===== config.mk =====
export PLATFORM = sky130hd
export DESIGN_NAME = par_to_ser_tx_flat
export DESIGN_NICKNAME = d
export VERILOG_FILES = /design/src/rtl/par_to_ser_tx_if.sv /design/src/rtl/par_to_ser_tx.sv /design/src/flat_wrapper.sv
export SDC_FILE = /design/constraint.sdc
export NUM_CORES = 1
export LEC_CHECK = 0
export CAP_MARGIN = 5
export CORE_MARGIN = 3
export CORE_UTILIZATION = 48
export DETAILED_ROUTE_END_ITERATION = 8
export PLACE_DENSITY = 0.76
export SETUP_SLACK_MARGIN = 0.3
export SYNTH_ARGS = -nofsm -noshare
export SYNTH_HDL_FRONTEND = slang
export SYNTH_SLANG_ARGS = --single-unit

===== constraint.sdc =====
create_clock -name clk -period 2.2 [get_ports clk]
set_clock_uncertainty 0.2 [all_clocks]
set_input_delay 0.66 -clock clk [delete_from_list [all_inputs] [get_ports clk]]
set_output_delay 0.66 -clock clk [all_outputs]
set_load 0.01 [all_outputs]

===== src/rtl/par_to_ser_tx_if.sv =====
// par_to_ser_tx_if: load handshake and serial link of the parallel-to-serial transmitter
interface par_to_ser_tx_if #(parameter int WIDTH = 8);
  logic             load_valid;
  logic [WIDTH-1:0] load_data;
  logic             load_ready;
  logic             serial_data;
  logic             data_ena;
  logic             busy;
  logic             byte_done;
  modport master (output load_valid, load_data, input load_ready, serial_data, data_ena, busy, byte_done);
  modport slave  (input load_valid, load_data, output load_ready, serial_data, data_ena, busy, byte_done);
endinterface


===== src/rtl/par_to_ser_tx.sv =====
// par_to_ser_tx: shifts a loaded word out MSB first, one data_ena strobe per bit
module par_to_ser_tx #(
  parameter int WIDTH      = 8,
  parameter int BIT_CYCLES = 1,
  parameter int GAP_CYCLES = 0
) (
  input logic           clk,
  input logic           reset_n,
  par_to_ser_tx_if.slave bus
);
  localparam int BW = $clog2(WIDTH);
  localparam int CW = BIT_CYCLES > 1 ? $clog2(BIT_CYCLES) : 1;
  localparam int GW = GAP_CYCLES > 1 ? $clog2(GAP_CYCLES) : 1;
  localparam logic [1:0] IDLE  = 2'd0;
  localparam logic [1:0] SHIFT = 2'd1;
  localparam logic [1:0] GAP   = 2'd2;
  localparam logic [BW-1:0] BIT_TOP  = BW'(WIDTH - 1);
  localparam logic [CW-1:0] CYC_LAST = CW'(BIT_CYCLES - 1);
  localparam logic [GW-1:0] GAP_LAST = GW'(GAP_CYCLES > 0 ? GAP_CYCLES - 1 : 0);
  logic [1:0]       state_q, state_d;
  logic [WIDTH-1:0] sreg_q, sreg_d;
  logic [BW-1:0]    bit_cnt_q, bit_cnt_d;
  logic [CW-1:0]    cyc_cnt_q, cyc_cnt_d;
  logic [GW-1:0]    gap_cnt_q, gap_cnt_d;
  logic             done_q, done_d;
  logic             bit_end, last_bit, accept;
  assign bit_end         = state_q == SHIFT && cyc_cnt_q == CYC_LAST;
  assign last_bit        = bit_end && bit_cnt_q == '0;
  // the last-bit slot doubles as a load slot so words can run back to back
  assign bus.load_ready  = reset_n && (state_q == IDLE || (GAP_CYCLES == 0 && last_bit));
  assign accept          = bus.load_valid && bus.load_ready;
  assign bus.serial_data = state_q == SHIFT && sreg_q[WIDTH-1];
  assign bus.data_ena    = bit_end;
  assign bus.busy        = state_q != IDLE;
  assign bus.byte_done   = done_q;
  always_comb begin
    state_d   = state_q;
    sreg_d    = sreg_q;
    bit_cnt_d = bit_cnt_q;
    cyc_cnt_d = cyc_cnt_q;
    gap_cnt_d = gap_cnt_q;
    done_d    = last_bit;
    if (accept) begin
      state_d   = SHIFT;
      sreg_d    = bus.load_data;
      bit_cnt_d = BIT_TOP;
      cyc_cnt_d = '0;
    end else if (state_q == SHIFT) begin
      cyc_cnt_d = bit_end ? '0 : cyc_cnt_q + 1'b1;
      sreg_d    = bit_end ? {sreg_q[WIDTH-2:0], 1'b0} : sreg_q;
      bit_cnt_d = bit_end && !last_bit ? bit_cnt_q - 1'b1 : bit_cnt_q;
      gap_cnt_d = '0;
      state_d   = last_bit ? (GAP_CYCLES > 0 ? GAP : IDLE) : SHIFT;
    end else if (state_q == GAP) begin
      gap_cnt_d = gap_cnt_q == GAP_LAST ? '0 : gap_cnt_q + 1'b1;
      state_d   = gap_cnt_q == GAP_LAST ? IDLE : GAP;
    end
  end
  always_ff @(posedge clk or negedge reset_n) begin
    if (!reset_n) begin
      state_q   <= IDLE;
      sreg_q    <= '0;
      bit_cnt_q <= '0;
      cyc_cnt_q <= '0;
      gap_cnt_q <= '0;
      done_q    <= 1'b0;
    end else begin
      state_q   <= state_d;
      sreg_q    <= sreg_d;
      bit_cnt_q <= bit_cnt_d;
      cyc_cnt_q <= cyc_cnt_d;
      gap_cnt_q <= gap_cnt_d;
      done_q    <= done_d;
    end
  end
endmodule


===== src/flat_wrapper.sv =====
// flat-port wrapper written by rule: the top's interface ports become plain ports
module par_to_ser_tx_flat 
#(
  parameter int WIDTH      = 8,
  parameter int BIT_CYCLES = 1,
  parameter int GAP_CYCLES = 0
)
  (clk, reset_n, bus_load_valid, bus_load_data, bus_load_ready, bus_serial_data, bus_data_ena, bus_busy, bus_byte_done);
  par_to_ser_tx_if #(.WIDTH(WIDTH)) bus_i ();
  input logic clk;
  input logic reset_n;
  input wire logic [$bits(bus_i.load_valid)-1:0] bus_load_valid;
  input wire logic [$bits(bus_i.load_data)-1:0] bus_load_data;
  output wire logic [$bits(bus_i.load_ready)-1:0] bus_load_ready;
  output wire logic [$bits(bus_i.serial_data)-1:0] bus_serial_data;
  output wire logic [$bits(bus_i.data_ena)-1:0] bus_data_ena;
  output wire logic [$bits(bus_i.busy)-1:0] bus_busy;
  output wire logic [$bits(bus_i.byte_done)-1:0] bus_byte_done;
  assign bus_i.load_valid = bus_load_valid;
  assign bus_i.load_data = bus_load_data;
  assign bus_load_ready = bus_i.load_ready;
  assign bus_serial_data = bus_i.serial_data;
  assign bus_data_ena = bus_i.data_ena;
  assign bus_busy = bus_i.busy;
  assign bus_byte_done = bus_i.byte_done;
  par_to_ser_tx #(.WIDTH(WIDTH), .BIT_CYCLES(BIT_CYCLES), .GAP_CYCLES(GAP_CYCLES)) u_core (.clk(clk), .reset_n(reset_n), .bus(bus_i));
endmodule

Word-level counts from Yosys, hierarchy flattened
Index checks and enable logic that the tools add are counted.
{"block": "totals", "ff_bits": 16}
{"block": "op_classes", "n_addsub": 3, "eq_ne": 2, "muxes": 17, "bitwise": 2, "n_reduce_logical": 19}
{"operator": "$mux W8", "n": 3}
{"operator": "$reduce_bool A2 Y1", "n": 5}
{"operator": "$mux W3", "n": 3}
{"operator": "$mux W2", "n": 4}
{"operator": "$mux W1", "n": 7}
{"operator": "$logic_and A1 B1 Y1", "n": 6}
{"operator": "$reduce_and A2 Y1", "n": 3}
{"operator": "$logic_not A3 Y1", "n": 1}
{"operator": "$reduce_bool A3 Y1", "n": 1}
{"operator": "$sub A3 B1 Y3 const B", "n": 1}
{"operator": "$add A1 B1 Y1 const B", "n": 2}
{"operator": "$eq A2 B1 Y1 const B", "n": 1}
{"operator": "$eq A2 B2 Y1 const B", "n": 1}
{"operator": "$logic_not A2 Y1", "n": 1}
{"operator": "$not A1 Y1", "n": 2}
{"operator": "$logic_not A1 Y1", "n": 1}
{"operator": "$logic_or A1 B1 Y1", "n": 1}

Longest topological paths before layout
{"block": "depth", "word_depth": 8, "mapped_depth": 6, "mapped_depth_nobuf": 5}

Worst setup path before layout
Ideal clock, no wire load.
{"block": "synth_timing", "path_kind": "reg2out", "startpoint": "register u_core.bit_cnt_q[0]", "endpoint": "output port bus_load_ready", "arrival_ns": 1.046, "path_slack_ns": 0.294, "path_stages_with_launch": 6, "n_path_buf": 0, "path_cell_list": "dfrtp_1 inv_1 ha_1 nand2b_1 o21ai_0 and2_1"}
{"block": "synth_via", "elab_chain_len": 4}
{"element": "start: declaration", "line": "par_to_ser_tx.sv:22", "source": "logic [BW-1:0] bit_cnt_q, bit_cnt_d;"}
{"element": "start signal: assignment", "line": "par_to_ser_tx.sv:70", "source": "bit_cnt_q <= bit_cnt_d;"}
{"element": "$logic_not A3 Y1", "line": "par_to_ser_tx.sv:28", "source": "assign last_bit = bit_end && bit_cnt_q == '0;"}
{"element": "$logic_and A1 B1 Y1", "line": "par_to_ser_tx.sv:28"}
{"element": "$logic_or A1 B1 Y1", "line": "par_to_ser_tx.sv:30", "source": "assign bus.load_ready = reset_n && (state_q == IDLE || (GAP_CYCLES == 0 && last_bit));"}
{"element": "$logic_and A1 B1 Y1", "line": "par_to_ser_tx.sv:30"}
{"element": "end: declaration", "line": "flat_wrapper.sv:14", "source": "output wire logic [$bits(bus_i.load_ready)-1:0] bus_load_ready;"}
No other way between the ends.

Worst setup path in the final report
{"block": "layout_timing", "startpoint": "register u_core.bit_cnt_q[1]", "endpoint": "output port bus_load_ready"}
The elaborated chain is that of the path after synthesis.

==> run metrics <==
Antenna Cells=0; area share of fa/ha/maj cells after synthesis=3.328%; RSZ-0062 raised after global routing=yes; routed vias/inst=5.209; Setup TNS=-0.02812 ns; post-synth top area cell=dfrtp_1; setup violators final=1; max-cap violations=0; Mapped Cells=59; largest net degree at the start of global routing=16; Compound-Gate Fraction of Synth Area=5.491%; die area=2078 µm²; Post-synth EDFFs=0; Worst-Skew Late Latency=0.28 ns; xor and xnor area share after synthesis=0%; register area=350.3 µm²; Mapped Avg Cell Area=12.75 µm²; Worst Setup Start Kind=register; layout cells sized above 1=54.00%; vias in the first global route=643; Die H=45.58 µm; Place WS=-0.4485 ns; Worst Setup End Kind=output pin; total wire length=1867 µm; fin. max-slew vios=0; Ports=16; antenna violations before repair=0; Bufs on Longest Clock Path=2; Psw=529.6 µW; total CTS buffers=3; P_int=1076 µW; Yosys reg bits=14; Routed WL per cell=16.23 µm; Multi-input gate area=390.4 µm²; Rows=13; outcome=finished with violations; grt total ovfl=0; combinational power share=60.9%; maximum vdd drop=0.7432 mV; Worst Tran Pin Value=0.2632 ns; Placeable Area=1383 µm²; Flop pwr share=27.3%; DR pass1 iterations=4; Post-Synth Simple-Gate Area=10.65%; first-pass GRT wire length=2918 µm; Total Routing Usage GR=20.38%; FILL cells=81; Post-DP HPWL=1005 µm; Syn Nets=72; hold buffers post-CTS=0; Starting Density=54.39%; H-tree Lvls=1; leakage=0.0005922 µW; post-synthesis sequential area ratio=46.59%; Post-synth ARST share=100.0%; Layout area overhead=52.25%; Reg clk slew, reported paths=0.09 ns; PortBufs=15; switch share=32.99%; Post-DRT Antenna Nets=0; Worst Path Arrival=1.37 ns; hold crit path type=in2async; total number of yosys warnings=0; Final Hold Viols=0; FMAX=0.4488 GHz; Final Wtd Congestion=0.7386; top cell type's share of synthesized area=46.59%; Iteration-0 DRC Markers=11; Critical Setup Path Class=reg2out; slew margin rel.=82.23%; fin worst setup slack=-0.02812 ns; Syn Std Cell Area=752.0 µm²; Most used DFF post-synth=dfrtp_1; PwrDens=1402 nW/µm²; fin crit share=101.3%; vias=599; failing checks=negative setup slack; clock sinks=14; Worst Path Required=1.34 ns; Root Driver=clkbuf_4; Final min period=2.228 ns; DRC viols=0; top cells by area, synth=dfrtp_1 (47%), mux2_4 (20%), mux2_2 (6.0%); Nets=114; main combinational cell family by area after synthesis=multiplexers; post-synthesis cell type count=20; Clk pwr share=11.7%; die width=45.58 µm; post-synthesis mux area share=27.29%; TritonCTS clock tree=done; critical path peak fanout=2
stage by stage:
step	instances	utilization (%)	cell area, µm²	total power, µW	hold WS [ns]
3_3_place_gp	99	71.49	988.4	1157	0.3066
4_1_cts	110	79.55	1100	1496	0.2604
3_5_place_dp	99	71.49	988.4	1180	0.3218
5_1_grt	115	82.81	1145	1702	0.2862
2_1_floorplan	59	-	752.0	910.1	0.1644
6_report	115	82.81	1145	1605	0.2623
timing repair:
item	in CTS	in global routing
endpoints found under the setup margin	13	11
buffers inserted	7	5
gates resized for setup	25	2
pin swaps	3	3
power by group through the flow:
stage,clock network (µW),registers [µW],logic (µW)
3_3_place_gp,0,426,731
5_1_grt,197,450,1060
4_1_cts,192,431,873
6_report,189,439,978
2_1_floorplan,0,424,486
3_5_place_dp,0,435,745
final cells by class:
class	instances	share of cell area, %
multi-input cells	37	34.10
flip-flops and latches	14	30.60
repair buffers	39	28.09
clock buffers	4	3.169
inverters	6	2.404
well taps	15	1.639
kinds of logic after synthesis:
| logic type | count (synthesis) |
|---|---|
| AO/OA/AOI/OAI | 6 |
| adder cells (fa/ha/maj) | 2 |
| AND/OR/NAND/NOR | 14 |
| multiplexers | 15 |
| buffers and inverters | 8 |
| flip-flops | 14 |
worst paths after layout:
check / from / end / slack [ns] / depth (start not counted)
worst max register to register: u_core.bit_cnt_q[1]$_DFFE_PN0P_ / u_core.sreg_q[5]$_DFFE_PN0P_ / 0.16 / 8
worst min-delay path: reset_n / u_core.bit_cnt_q[1]$_DFFE_PN0P_ / 0.26 / 2
min in group clk: u_core.sreg_q[0]$_DFFE_PN0P_ / u_core.sreg_q[0]$_DFFE_PN0P_ / 0.35 / 2
max in group asynchronous: reset_n / u_core.sreg_q[6]$_DFFE_PN0P_ / 1.36 / 2
worst max-delay path: u_core.bit_cnt_q[1]$_DFFE_PN0P_ / bus_load_ready / -0.03 / 6
worst min register to register: u_core.sreg_q[0]$_DFFE_PN0P_ / u_core.sreg_q[0]$_DFFE_PN0P_ / 0.35 / 2
layout by cell type (no fill, tap or decap):
master,n
buf_4,23
dfrtp_1,14
mux2_4,10
clkdlybuf4s50_1,9
mux2_2,4
inv_1,3
o21ai_0,3
nand3_1,3
clkbuf_4,3
dlygate4sd2_1,3
inv_2,2
nand2b_4,2
and2_1,2
nand2_1,2
buf_6,2
buf_2,2
clkinv_4,1
nor2_1,1
o21ai_4,1
nor3b_1,1
o211ai_2,1
nor2b_1,1
o311ai_0,1
or4_1,1
and3_2,1
mux2i_1,1
ha_4,1
ha_1,1
clkbuf_8,1
sequential cells by signal, indices dropped and copies added (netlist names):
register and flops:
u_core.state_q 1, u_core.bus.byte_done 1, u_core.cyc_cnt_q 1, u_core.sreg_q 8, u_core.bit_cnt_q 3
routing by layer:
metal	global-route usage [%]	part of all wire, %	up-vias
met1	23.51	40	286
met2	35.38	52	25
met3	3.162	6.4	4
met5	0	0	-
met4	11.11	1.4	0
li1	-	-	284
Yosys cell counts, drive strengths merged (2+ instances only):
library cell  count
nand3             3
dfrtp            14
nand2             2
buf               2
o21ai             4
ha                2
and2              2
nand2b            2
inv               6
mux2             14
critical path, cell delays in order, from the launching register on:
cell and delay (ns):
dfrtp_1 0.41, inv_2 0.09, ha_4 0.16, nand2b_4 0.07, o21ai_4 0.12, and2_1 0.13, buf_2 0.12
Note: power is estimated with default switching activity, not from simulation.
